## config.mk

```make
export PLATFORM = sky130hd
export DESIGN_NAME = mtsp_mem_burst_issuer
export DESIGN_NICKNAME = d
export VERILOG_FILES = /design/src/rtl/mtsp_mem_burst_issuer_pkg.sv /design/src/rtl/mtsp_mem_burst_issuer_len_fifo.sv /design/src/rtl/mtsp_mem_burst_issuer.sv
export SDC_FILE = /design/constraint.sdc
export NUM_CORES = 1
export LEC_CHECK = 0
export ABC_CLOCK_PERIOD_IN_PS = 5300
export CORE_ASPECT_RATIO = 0.8
export CORE_MARGIN = 2
export CORE_UTILIZATION = 54
export CTS_CLUSTER_SIZE = 14
export DETAILED_ROUTE_END_ITERATION = 6
export PLACE_DENSITY = 0.81
export SETUP_SLACK_MARGIN = 0.02
export SLEW_MARGIN = 10
export SYNTH_ARGS = -nofsm -noshare
export SYNTH_HDL_FRONTEND = slang
export SYNTH_SLANG_ARGS = --single-unit
```

## constraint.sdc

```tcl
create_clock -name CLK -period 5.3 [get_ports CLK]
set_clock_uncertainty 0.1 [all_clocks]
set_input_delay 1.06 -clock CLK [delete_from_list [all_inputs] [get_ports CLK]]
set_output_delay 1.06 -clock CLK [all_outputs]
set_load 0.02 [all_outputs]
```

## src/rtl/mtsp_mem_burst_issuer_pkg.sv

```systemverilog
`default_nettype none
// ---------------------------------------------------------------------------
// mtsp_mem_burst_issuer_pkg : shared constants, FSM states, burst-length helper
// Rev 1.0
// ---------------------------------------------------------------------------
package mtsp_mem_burst_issuer_pkg;

  localparam int DEF_ADDR_W          = 32;
  localparam int DEF_GADDR_W         = 12;
  localparam int DEF_SIZE_W          = 8;
  localparam int DEF_MAX_BURST       = 16;
  localparam int DEF_MAX_OUTSTANDING = 4;

  localparam int BOUNDARY_4K = 4096;
  localparam int BEAT_BYTES  = 16;
  localparam logic [8:0] BOUNDARY_BEATS = 9'(BOUNDARY_4K / BEAT_BYTES);
  localparam int LEN_W = 5;

  typedef enum logic [1:0] {
    ST_IDLE  = 2'd0,
    ST_ISSUE = 2'd1,
    ST_DRAIN = 2'd2
  } state_t;

  // Beats in the next burst: limited by what is left, the burst cap and the 4 KB page end.
  function automatic logic [LEN_W-1:0] burst_len(input logic [31:0] rem,
                                                 input logic [7:0]  page_idx,
                                                 input int          max_burst);
    logic [8:0] bnd;
    logic [8:0] len;
    bnd = BOUNDARY_BEATS - {1'b0, page_idx};
    len = (bnd < 9'(max_burst)) ? bnd : 9'(max_burst);
    if (rem < {23'd0, len}) len = rem[8:0];
    return len[LEN_W-1:0];
  endfunction

endpackage
`default_nettype wire

```

## src/rtl/mtsp_mem_burst_issuer_len_fifo.sv

```systemverilog
`default_nettype none
// ---------------------------------------------------------------------------
// mtsp_burst_len_fifo : small FIFO of issued burst lengths for beat tracking
// Rev 1.0
// ---------------------------------------------------------------------------
module mtsp_burst_len_fifo #(
  parameter int DEPTH = 4,
  parameter int WIDTH = 5
) (
  input  logic             clk,
  input  logic             rst_n,
  input  logic             push,
  input  logic [WIDTH-1:0] push_data,
  input  logic             pop,
  output logic [WIDTH-1:0] pop_data,
  output logic             full,
  output logic             empty
);

  localparam int PTR_W = (DEPTH > 1) ? $clog2(DEPTH) : 1;
  localparam int CNT_W = $clog2(DEPTH + 1);

  logic [WIDTH-1:0] mem [DEPTH];
  logic [PTR_W-1:0] wr_ptr;
  logic [PTR_W-1:0] rd_ptr;
  logic [CNT_W-1:0] count;
  logic             do_push;
  logic             do_pop;

  assign full     = (count == CNT_W'(DEPTH));
  assign empty    = (count == '0);
  assign do_push  = push & ~full;
  assign do_pop   = pop & ~empty;
  assign pop_data = mem[rd_ptr];

  function automatic logic [PTR_W-1:0] ptr_inc(input logic [PTR_W-1:0] p);
    return (p == PTR_W'(DEPTH - 1)) ? '0 : p + PTR_W'(1);
  endfunction

  always_ff @(posedge clk) begin
    if (do_push) mem[wr_ptr] <= push_data;
  end

  always_ff @(posedge clk or negedge rst_n) begin
    if (!rst_n) begin
      wr_ptr <= '0;
      rd_ptr <= '0;
      count  <= '0;
    end else begin
      if (do_push) wr_ptr <= ptr_inc(wr_ptr);
      if (do_pop)  rd_ptr <= ptr_inc(rd_ptr);
      case ({do_push, do_pop})
        2'b10:   count <= count + CNT_W'(1);
        2'b01:   count <= count - CNT_W'(1);
        default: count <= count;
      endcase
    end
  end

endmodule
`default_nettype wire

```

## src/rtl/mtsp_mem_burst_issuer.sv

```systemverilog
`default_nettype none
// ---------------------------------------------------------------------------
// mtsp_mem_burst_issuer : splits a transfer descriptor into 4 KB-safe bus bursts
// Rev 1.0
// ---------------------------------------------------------------------------
module mtsp_mem_burst_issuer
  import mtsp_mem_burst_issuer_pkg::*;
#(
  parameter int ADDR_W          = DEF_ADDR_W,
  parameter int GADDR_W         = DEF_GADDR_W,
  parameter int SIZE_W          = DEF_SIZE_W,
  parameter int MAX_BURST       = DEF_MAX_BURST,
  parameter int MAX_OUTSTANDING = DEF_MAX_OUTSTANDING
) (
  input  logic               CLK,
  input  logic               nRST,
  input  logic               DESC_REQ,
  input  logic               DESC_WE,
  input  logic [ADDR_W-1:0]  DESC_PADDR,
  input  logic [GADDR_W-1:0] DESC_GADDR,
  input  logic [SIZE_W-1:0]  DESC_SIZE,
  output logic               MEM_BUSY,
  output logic               DONE,
  output logic               BUS_AREQ,
  input  logic               BUS_AACK,
  output logic               BUS_AWE,
  output logic [ADDR_W-1:0]  BUS_ADDR,
  output logic [3:0]         BUS_ALEN,
  input  logic               BUS_BEAT,
  output logic               GMEM_EN,
  output logic               GMEM_WE,
  output logic [GADDR_W-1:0] GMEM_ADDR
);

  localparam int OUT_W = $clog2(MAX_OUTSTANDING + 1);

  state_t             state;
  logic [SIZE_W-1:0]  remaining_req;
  logic [SIZE_W-1:0]  remaining_beats;
  logic [LEN_W-1:0]   cur_len;
  logic [LEN_W-1:0]   beat_cnt;
  logic [GADDR_W-1:0] gptr;
  logic [OUT_W-1:0]   outstanding;
  logic [OUT_W-1:0]   outstanding_n;

  logic               desc_load;
  logic               issue_fire;
  logic               beat_fire;
  logic               burst_done;
  logic               areq_n;
  logic [LEN_W-1:0]   fifo_head;
  logic               fifo_full;
  logic               fifo_empty;
  logic [ADDR_W-1:0]  desc_addr;
  logic [ADDR_W-1:0]  next_addr;
  logic [SIZE_W-1:0]  next_rem;
  logic [SIZE_W-1:0]  beats_left_n;
  logic [LEN_W-1:0]   desc_len;
  logic [LEN_W-1:0]   next_len;
  logic [3:0]         unused_paddr_lsb;

  assign unused_paddr_lsb = DESC_PADDR[3:0];

  assign desc_load  = (state == ST_IDLE) & DESC_REQ & (DESC_SIZE != '0);
  assign issue_fire = BUS_AREQ & BUS_AACK;
  assign beat_fire  = BUS_BEAT & MEM_BUSY;
  // The head of the length FIFO is always the oldest burst still receiving beats.
  assign burst_done = beat_fire & ~fifo_empty & ((beat_cnt + LEN_W'(1)) == fifo_head);

  assign outstanding_n = outstanding + OUT_W'(issue_fire) - OUT_W'(burst_done);
  assign areq_n        = (outstanding_n < OUT_W'(MAX_OUTSTANDING));

  assign desc_addr    = {DESC_PADDR[ADDR_W-1:4], 4'b0000};
  assign desc_len     = burst_len(32'(DESC_SIZE), DESC_PADDR[11:4], MAX_BURST);
  assign next_addr    = BUS_ADDR + ADDR_W'({cur_len, 4'b0000});
  assign next_rem     = remaining_req - SIZE_W'(cur_len);
  assign next_len     = burst_len(32'(next_rem), next_addr[11:4], MAX_BURST);
  assign beats_left_n = remaining_beats - SIZE_W'(beat_fire);

  assign GMEM_EN   = beat_fire;
  assign GMEM_WE   = ~BUS_AWE;
  assign GMEM_ADDR = gptr;

  always_ff @(posedge CLK or negedge nRST) begin
    if (!nRST) begin
      state         <= ST_IDLE;
      MEM_BUSY      <= 1'b0;
      DONE          <= 1'b0;
      BUS_AREQ      <= 1'b0;
      BUS_AWE       <= 1'b0;
      BUS_ADDR      <= '0;
      BUS_ALEN      <= '0;
      remaining_req <= '0;
      cur_len       <= '0;
    end else begin
      DONE <= 1'b0;
      case (state)
        ST_IDLE: begin
          if (DESC_REQ) begin
            if (DESC_SIZE == '0) begin
              DONE <= 1'b1;
            end else begin
              state         <= ST_ISSUE;
              MEM_BUSY      <= 1'b1;
              BUS_AREQ      <= 1'b1;
              BUS_AWE       <= DESC_WE;
              BUS_ADDR      <= desc_addr;
              BUS_ALEN      <= 4'(desc_len - LEN_W'(1));
              cur_len       <= desc_len;
              remaining_req <= DESC_SIZE;
            end
          end
        end
        ST_ISSUE: begin
          BUS_AREQ <= areq_n;
          if (issue_fire) begin
            BUS_ADDR      <= next_addr;
            remaining_req <= next_rem;
            if (next_rem == '0) begin
              state    <= ST_DRAIN;
              BUS_AREQ <= 1'b0;
            end else begin
              cur_len  <= next_len;
              BUS_ALEN <= 4'(next_len - LEN_W'(1));
            end
          end
        end
        ST_DRAIN: begin
          // A last beat arriving this cycle already counts toward completion.
          if (beats_left_n == '0) begin
            DONE     <= 1'b1;
            MEM_BUSY <= 1'b0;
            state    <= ST_IDLE;
          end
        end
        default: state <= ST_IDLE;
      endcase
    end
  end

  always_ff @(posedge CLK or negedge nRST) begin
    if (!nRST) begin
      remaining_beats <= '0;
      gptr            <= '0;
      outstanding     <= '0;
      beat_cnt        <= '0;
    end else begin
      outstanding <= outstanding_n;
      if (desc_load) begin
        remaining_beats <= DESC_SIZE;
        gptr            <= DESC_GADDR;
      end else if (beat_fire) begin
        remaining_beats <= beats_left_n;
        gptr            <= gptr + GADDR_W'(1);
      end
      if (burst_done)
        beat_cnt <= '0;
      else if (beat_fire & ~fifo_empty)
        beat_cnt <= beat_cnt + LEN_W'(1);
    end
  end

  mtsp_burst_len_fifo #(
    .DEPTH (MAX_OUTSTANDING),
    .WIDTH (LEN_W)
  ) u_len_fifo (
    .clk       (CLK),
    .rst_n     (nRST),
    .push      (issue_fire & ~fifo_full),
    .push_data (cur_len),
    .pop       (burst_done),
    .pop_data  (fifo_head),
    .full      (fifo_full),
    .empty     (fifo_empty)
  );

endmodule
`default_nettype wire

```

==> Word level (Yosys, flattened, before mapping) <==
Memories as Yosys holds them, arrays and structs flattened.
Index checks and enable logic that the tools add are counted.
{ "totals": {"reg_bits": 90, "mem_bits_rw": 20, "input_bits": 58, "mem_count": 1} }
{ "classes": {"add_sub_neg": 15, "order_cmp": 5, "n_eq_ne": 14, "muxes": 50, "bitwise": 13, "reduce_logical": 17} }
{ "memory_table": {"columns": ["name", "words", "width", "rd", "rd_clocked_by_memory_dff", "wr", "line", "rtl"], "rows": [
  ["u_len_fifo.mem", 4, 5, 1, 0, 1, "mtsp_mem_burst_issuer_len_fifo.sv:23", "logic [WIDTH-1:0] mem [DEPTH];"]
]} }
{ "op_table": {"columns": ["cell", "n"], "rows": [
  ["32-bit 2-to-1 mux", 3],
  ["32-bit one-hot mux with 2 select lines", 1],
  ["5-bit 2-to-1 mux", 8],
  ["8-bit 2-to-1 mux", 5],
  ["32-bit by 9-bit adder with 32-bit output", 1],
  ["8-bit logical NOT", 3],
  ["12-bit 2-to-1 mux", 2],
  ["8-bit by 9-bit less-than comparator with 1-bit output", 2],
  ["9-bit by 5-bit less-than comparator with 1-bit output (second input constant)", 2],
  ["9-bit 2-to-1 mux", 2],
  ["9-bit by 8-bit subtractor with 9-bit output (first input constant)", 2],
  ["4-bit 2-to-1 mux", 4],
  ["8-bit one-hot mux with 2 select lines", 1],
  ["2-bit 2-to-1 mux", 7],
  ["12-bit by 1-bit adder with 12-bit output (second input constant)", 1],
  ["2-bit inequality test (second input constant)", 6],
  ["1-bit 2-to-1 mux", 10],
  ["5-bit one-hot mux with 2 select lines", 1],
  ["5-bit AND reduction", 2],
  ["2-bit nonzero test", 5],
  ["1-bit AND", 9],
  ["2-bit equality test (second input constant)", 4],
  ["4-bit one-hot mux with 2 select lines", 1],
  ["4-bit AND reduction", 2],
  ["other kinds (21)", 30]
]} }

==> Depth between registers and ports, before layout <==
{ "logic_depth": {"ltp_word": 10, "depth_mapped": 21, "ltp_nobuf": 21} }

==> By module <==
A second synthesis with hierarchy kept.
{ "unflattened": {"hier_cells": 744, "area_unflattened_um2": 6842.8} }
{ "modules_own_cells": {"columns": ["mod", "instances", "cells_each", "area_each_um2"], "rows": [
  ["mtsp_mem_burst_issuer", 1, 678, 5637.9],
  ["mtsp_burst_len_fifo", 1, 66, 1204.9]
]} }

==> Worst setup path before layout <==
OpenSTA, ideal clock, no wires.
{ "synth_path": {"path_type": "reg2reg", "startpoint": "register BUS_ADDR[4]", "endpoint": "register BUS_ALEN[2]", "setup_time_ns": 0.125, "arrival_ns": 4.141, "required_time_ns": 5.075, "path_slack_ns": 0.934, "stages_incl_launch_ff": 20, "n_path_buf": 0, "synth_period_minus_slack_ns": 4.366, "path_cell_list": "dfrtp_1 > ha_1 > fa_1 > xnor2_1 > nand3_1 > mux2_2 > mux2i_1 > nand3_1 > inv_1 > nand2_1 > ha_1 > nand3_1 > or3_1 > o21ai_0 > nand2_1 > o21ai_1 > o21ai_4 > ha_1 > xnor2_1 > mux2_2"} }
{ "synth_between": {"elab_chain_cells": 10} }
{ "synth_rtl": {"columns": ["item", "line", "rtl"], "rows": [
  ["start: declaration", "mtsp_mem_burst_issuer.sv:27", "output logic [ADDR_W-1:0] BUS_ADDR,"],
  ["start signal: assignment", "mtsp_mem_burst_issuer.sv:107", "BUS_ADDR <= desc_addr;"],
  ["start signal: assignment", "mtsp_mem_burst_issuer.sv:117", "BUS_ADDR <= next_addr;"],
  ["32-bit by 9-bit adder with 32-bit output (*)", "mtsp_mem_burst_issuer.sv:75", "assign next_addr = BUS_ADDR + ADDR_W'({cur_len, 4'b0000});"],
  ["9-bit by 8-bit subtractor with 9-bit output (*)", "mtsp_mem_burst_issuer_pkg.sv:31", "bnd = BOUNDARY_BEATS - {1'b0, page_idx};"],
  ["9-bit by 5-bit less-than comparator with 1-bit output", "mtsp_mem_burst_issuer_pkg.sv:32", "len = (bnd < 9'(max_burst)) ? bnd : 9'(max_burst);"],
  ["9-bit 2-to-1 mux (*)", "mtsp_mem_burst_issuer_pkg.sv:32", null],
  ["8-bit by 9-bit less-than comparator with 1-bit output", "mtsp_mem_burst_issuer_pkg.sv:33", "if (rem < {23'd0, len}) len = rem[8:0];"],
  ["5-bit 2-to-1 mux (*)", "mtsp_mem_burst_issuer_pkg.sv:33", null],
  ["4-bit by 1-bit subtractor with 4-bit output (*)", "mtsp_mem_burst_issuer.sv:124", "BUS_ALEN <= 4'(next_len - LEN_W'(1));"],
  ["4-bit 2-to-1 mux (*)", "mtsp_mem_burst_issuer.sv:119", "if (next_rem == '0) begin"],
  ["4-bit 2-to-1 mux (*)", "mtsp_mem_burst_issuer.sv:116", "if (issue_fire) begin"],
  ["4-bit one-hot mux with 2 select lines (*)", "mtsp_mem_burst_issuer.sv:97", "case (state)"],
  ["end signal: assignment", "mtsp_mem_burst_issuer.sv:108", "BUS_ALEN <= 4'(desc_len - LEN_W'(1));"],
  ["end signal: assignment", "mtsp_mem_burst_issuer.sv:124", null],
  ["end: declaration", "mtsp_mem_burst_issuer.sv:28", "output logic [3:0] BUS_ALEN,"]
]} }
Every way passes the cells marked *; elsewhere a longest branch is shown, timed or not. The select of a mux whose other input is x is not followed.
A chain may end at the register's enable or synchronous reset.

==> Worst setup path in the final report <==
{ "layout_path": {"startpoint": "register cur_len[0]", "endpoint": "register BUS_ALEN[2]"} }
{ "layout_between": {"elab_chain_cells": 10, "word_cells_on_any_way": 14} }
{ "layout_rtl": {"columns": ["item", "line", "rtl"], "rows": [
  ["start: declaration", "mtsp_mem_burst_issuer.sv:40", "logic [LEN_W-1:0] cur_len;"],
  ["start signal: assignment", "mtsp_mem_burst_issuer.sv:109", "cur_len <= desc_len;"],
  ["start signal: assignment", "mtsp_mem_burst_issuer.sv:123", "cur_len <= next_len;"],
  ["32-bit by 9-bit adder with 32-bit output", "mtsp_mem_burst_issuer.sv:75", null],
  ["9-bit by 8-bit subtractor with 9-bit output", "mtsp_mem_burst_issuer_pkg.sv:31", null],
  ["9-bit by 5-bit less-than comparator with 1-bit output", "mtsp_mem_burst_issuer_pkg.sv:32", null],
  ["9-bit 2-to-1 mux", "mtsp_mem_burst_issuer_pkg.sv:32", null],
  ["8-bit by 9-bit less-than comparator with 1-bit output", "mtsp_mem_burst_issuer_pkg.sv:33", null],
  ["5-bit 2-to-1 mux", "mtsp_mem_burst_issuer_pkg.sv:33", null],
  ["4-bit by 1-bit subtractor with 4-bit output", "mtsp_mem_burst_issuer.sv:124", null],
  ["4-bit 2-to-1 mux", "mtsp_mem_burst_issuer.sv:119", null],
  ["4-bit 2-to-1 mux", "mtsp_mem_burst_issuer.sv:116", null],
  ["4-bit one-hot mux with 2 select lines", "mtsp_mem_burst_issuer.sv:97", null]
]} }
Parallel ways exist; a longest one is shown, timed or not. The select of a mux whose other input is x is not followed.

==> impl_metrics.tcl <==
set metrics [dict create \
    fp.coreArea_sq_um 12120 \
    clockRootBuffer "clkbuf_16" \
    synth_area_leaders "dfrtp_1 (32%), edfxtp_1 (9.0%), ha_1 (7.3%)" \
    layout_min_cycle_time_ps 4928 \
    gp_congestion 0.9143 \
    start_util_pct 55.25 \
    multi_input_area_sq_um 3726 \
    status "finished, final reports clean" \
    async_flop_share_pct 81.13 \
    r2r_end "BUS_ALEN[2]$_DFFE_PN0P_" \
    fin_ws_ps 372.2 \
    avgSynthCellArea_sq_um 9.120 \
    critPathRequiredTime_ps 5430 \
    final_max_slew_viol_count 0 \
    drt_iter0_markers 489 \
    finalSetupTns_ps 0 \
    routed_wl_um 16800 \
    yosysWarnings 0 \
    antenna_left 0 \
    rows 36 \
    layout_commonest_cell "clkdlybuf4s50_1" \
    ioPinCount 112 \
    synth_cells 734 \
    yosysTopAreaCellShare_pct 32.15 \
    start_kind "flip-flop" \
    vias 5850 \
    worstSetupEndpointType "flip-flop" \
    cts.sinks 106 \
    period_share_pct 92.98 \
    cts_tree "yes" \
    grt_pass1_wl_um 27950 \
    timing.fmax_ghz 0.2029 \
    fin_area_sq_um 8137 \
    maxCapViolations 0 \
    hold_viol 0 \
    grt_max_degree 87 \
    max_slew.worst_pin.slew_ps 1116 \
    areaGrowthSynthToFinish_pct 21.55 \
    drive_gt1_share_pct 6.595 \
    p_per_area_nw_per_um2 257.7 \
    clk_latency_ps 350 \
    wl_per_cell_um 17.03 \
    layout_common_cells "clkdlybuf4s50_1 (102), nand2_1 (97), dfrtp_1 (86)" \
    crit_type "flip-flop to flip-flop" \
    post_dp_cell_area_sq_um 7866 \
    antenna_cells 0 \
    cp_max_fo 7 \
    nNetsFinal 930 \
    leakage_uw 0.003335 \
    hold_path_startpoint "outstanding[0]$_DFF_PN0_" \
    die_area_sq_um 13310 \
    synth-main-ff-cell "dfrtp_1" \
    die_w_um 128.5 \
    die_h_um 103.6 \
    worst_hold_path.endpoint "outstanding[0]$_DFF_PN0_" \
    ctsHoldBuffers 0 \
    hpwl_um 12190 \
    io_buffers 103 \
    reg2reg_from "cur_len[0]$_DFFE_PN0P_" \
    syn_area_sq_um 6694 \
    post-place-ws_ps 131.5 \
    hp-class "flip-flop to flip-flop" \
    worstRegToRegCells 20 \
    rsz0062_at_grt "false" \
    crit_start "cur_len[0]$_DFFE_PN0P_" \
    synth_top_area_cell "dfrtp_1" \
    min_delay_path_depth 1 \
    yosysSeqAreaShare_pct 41.12 \
    setup_violations 0 \
    grt_overflow 0 \
    max-slew-margin-rel_pct 25.59 \
    worst_ep_arrival_time_ps 5060 \
    cts_max_level 3 \
    antenna_found_initial 0 \
    track_usage_pct 26.08 \
    ys_types 68 \
    clock_path_buffers 2 \
    regArea_sq_um 2753 \
    n_fill_cell 916 \
    ir_worst_vdd_uv 230.4 \
    rrSetupSlack_ps 370 \
    grt_pass1_vias 5594 \
    path_clk_slew_ps 70 \
    drcViolationCount 0 \
    synth_edf_count 20 \
    ys_ff_latch 106 \
    cts-buffers-inserted 9 \
    post_drt_via_cell_ratio 5.933 \
    dr.pass1.iters 6 \
]
-- routing by layer --
metal,track usage [%],share of wire [%],vias to the layer above
li1,-,-,2794
met2,41.11,47,234
met5,0,0,-
met3,5.062,5.9,36
met1,36.44,45,2786
met4,8.242,2.1,0
-- cells in the mapped netlist (3+ instances only) --
master / instances
a32oi_1: 4
xnor2_1: 24
o211ai_1: 3
nor2b_1: 5
nand3b_1: 3
and2_1: 11
clkbuf_1: 25
nand2_1: 97
a31o_2: 3
a21oi_1: 59
o21ai_1: 9
ha_1: 39
inv_1: 31
dfrtp_1: 86
nor4_1: 4
o21a_1: 4
nor3_1: 17
o31ai_1: 6
a31oi_1: 14
o22ai_1: 10
o21ai_0: 62
nand3_1: 21
or3_1: 6
nor2_1: 52
fa_1: 4
nand4_1: 7
edfxtp_1: 20
mux2_2: 5
buf_4: 5
xor2_1: 21
and3_1: 6
mux2i_1: 10
mux4_2: 5
nand2b_1: 8
a21o_1: 6
-- power breakdown --
part           switching, uW  leakage (uW)  internal (uW)
Sequential              70.9       0.00128            895
Clock                    299      0.000129            318
Combinational            270       0.00192            244
Total                    640       0.00334           1460
-- worst max-delay path, stage by stage (launching register included) --
cell and delay, ps:
dfrtp_1 470, ha_1 250, fa_1 510, inv_1 90
ha_1 200, nand3b_1 90, mux2_2 300, mux2i_1 250
nand3_1 180, inv_1 140, nand2_1 70, ha_1 300
a21oi_1 130, o211ai_1 110, o21ai_0 250, o21ai_0 310
mux2i_1 180, nor3_1 300, a21oi_1 130, xnor2_1 170
mux2_2 260
-- worst max path at each step --
stage	end	slack (ps)	depth (start not counted)
after floorplan	BUS_ALEN[2]$_DFFE_PN0P_	930	19
after global placement	BUS_ALEN[2]$_DFFE_PN0P_	370	19
after detailed placement	BUS_ALEN[3]$_DFFE_PN0P_	130	18
after CTS	BUS_ALEN[3]$_DFFE_PN0P_	430	19
after global routing	BUS_ALEN[2]$_DFFE_PN0P_	80	20
final	BUS_ALEN[2]$_DFFE_PN0P_	370	20
-- cell families after synthesis --
group | after synthesis | share of synthesized area, %
compound gates | 200 | 18.02
xor+xnor | 45 | 5.888
fa+ha+maj | 43 | 8.486
buf+inv | 67 | 4.075
flops | 106 | 41.12
mux | 23 | 4.579
other cells | 2 | 0.1122
simple gates | 248 | 17.72
-- area by class of cell --
| cell class | instances | share of cell area [%] |
|---|---|---|
| clock inverters | 5 | 0.3691 |
| clock buffers | 11 | 2.860 |
| multi-input cells | 569 | 45.79 |
| well taps | 152 | 2.337 |
| flip-flops and latches | 106 | 33.83 |
| inverters | 33 | 1.522 |
| repair buffers | 110 | 13.29 |
-- state kept, by name, summed over array words and instances, names as in the netlist --
register	flops
BUS_ADDR	28
BUS_ALEN	4
BUS_AREQ	1
BUS_AWE	1
DONE	1
GMEM_ADDR	12
MEM_BUSY	1
beat_cnt	5
cur_len	5
outstanding	3
remaining_beats	8
remaining_req	8
state	2
u_len_fifo.count	3
u_len_fifo.mem	20
u_len_fifo.rd_ptr	2
u_len_fifo.wr_ptr	2
-- through the flow --
| step | power, uW | cells | utilization, % | hold slack [ps] |
|---|---|---|---|---|
| 3_5_place_dp | 1485 | 970 | 64.92 | 372.5 |
| 2_1_floorplan | 1281 | 742 | - | 355.7 |
| 3_3_place_gp | 1464 | 970 | 64.92 | 363.3 |
| 6_report | 2097 | 986 | 67.15 | 383.7 |
| 5_1_grt | 2202 | 986 | 67.15 | 415.4 |
| 4_1_cts | 2102 | 986 | 67.09 | 387.9 |
-- repair_timing --
item	CTS	global route
endpoints found under the setup margin	0	2
resized for setup	0	1
setup buffers	0	0
Note: power is estimated with default switching activity, not from simulation.
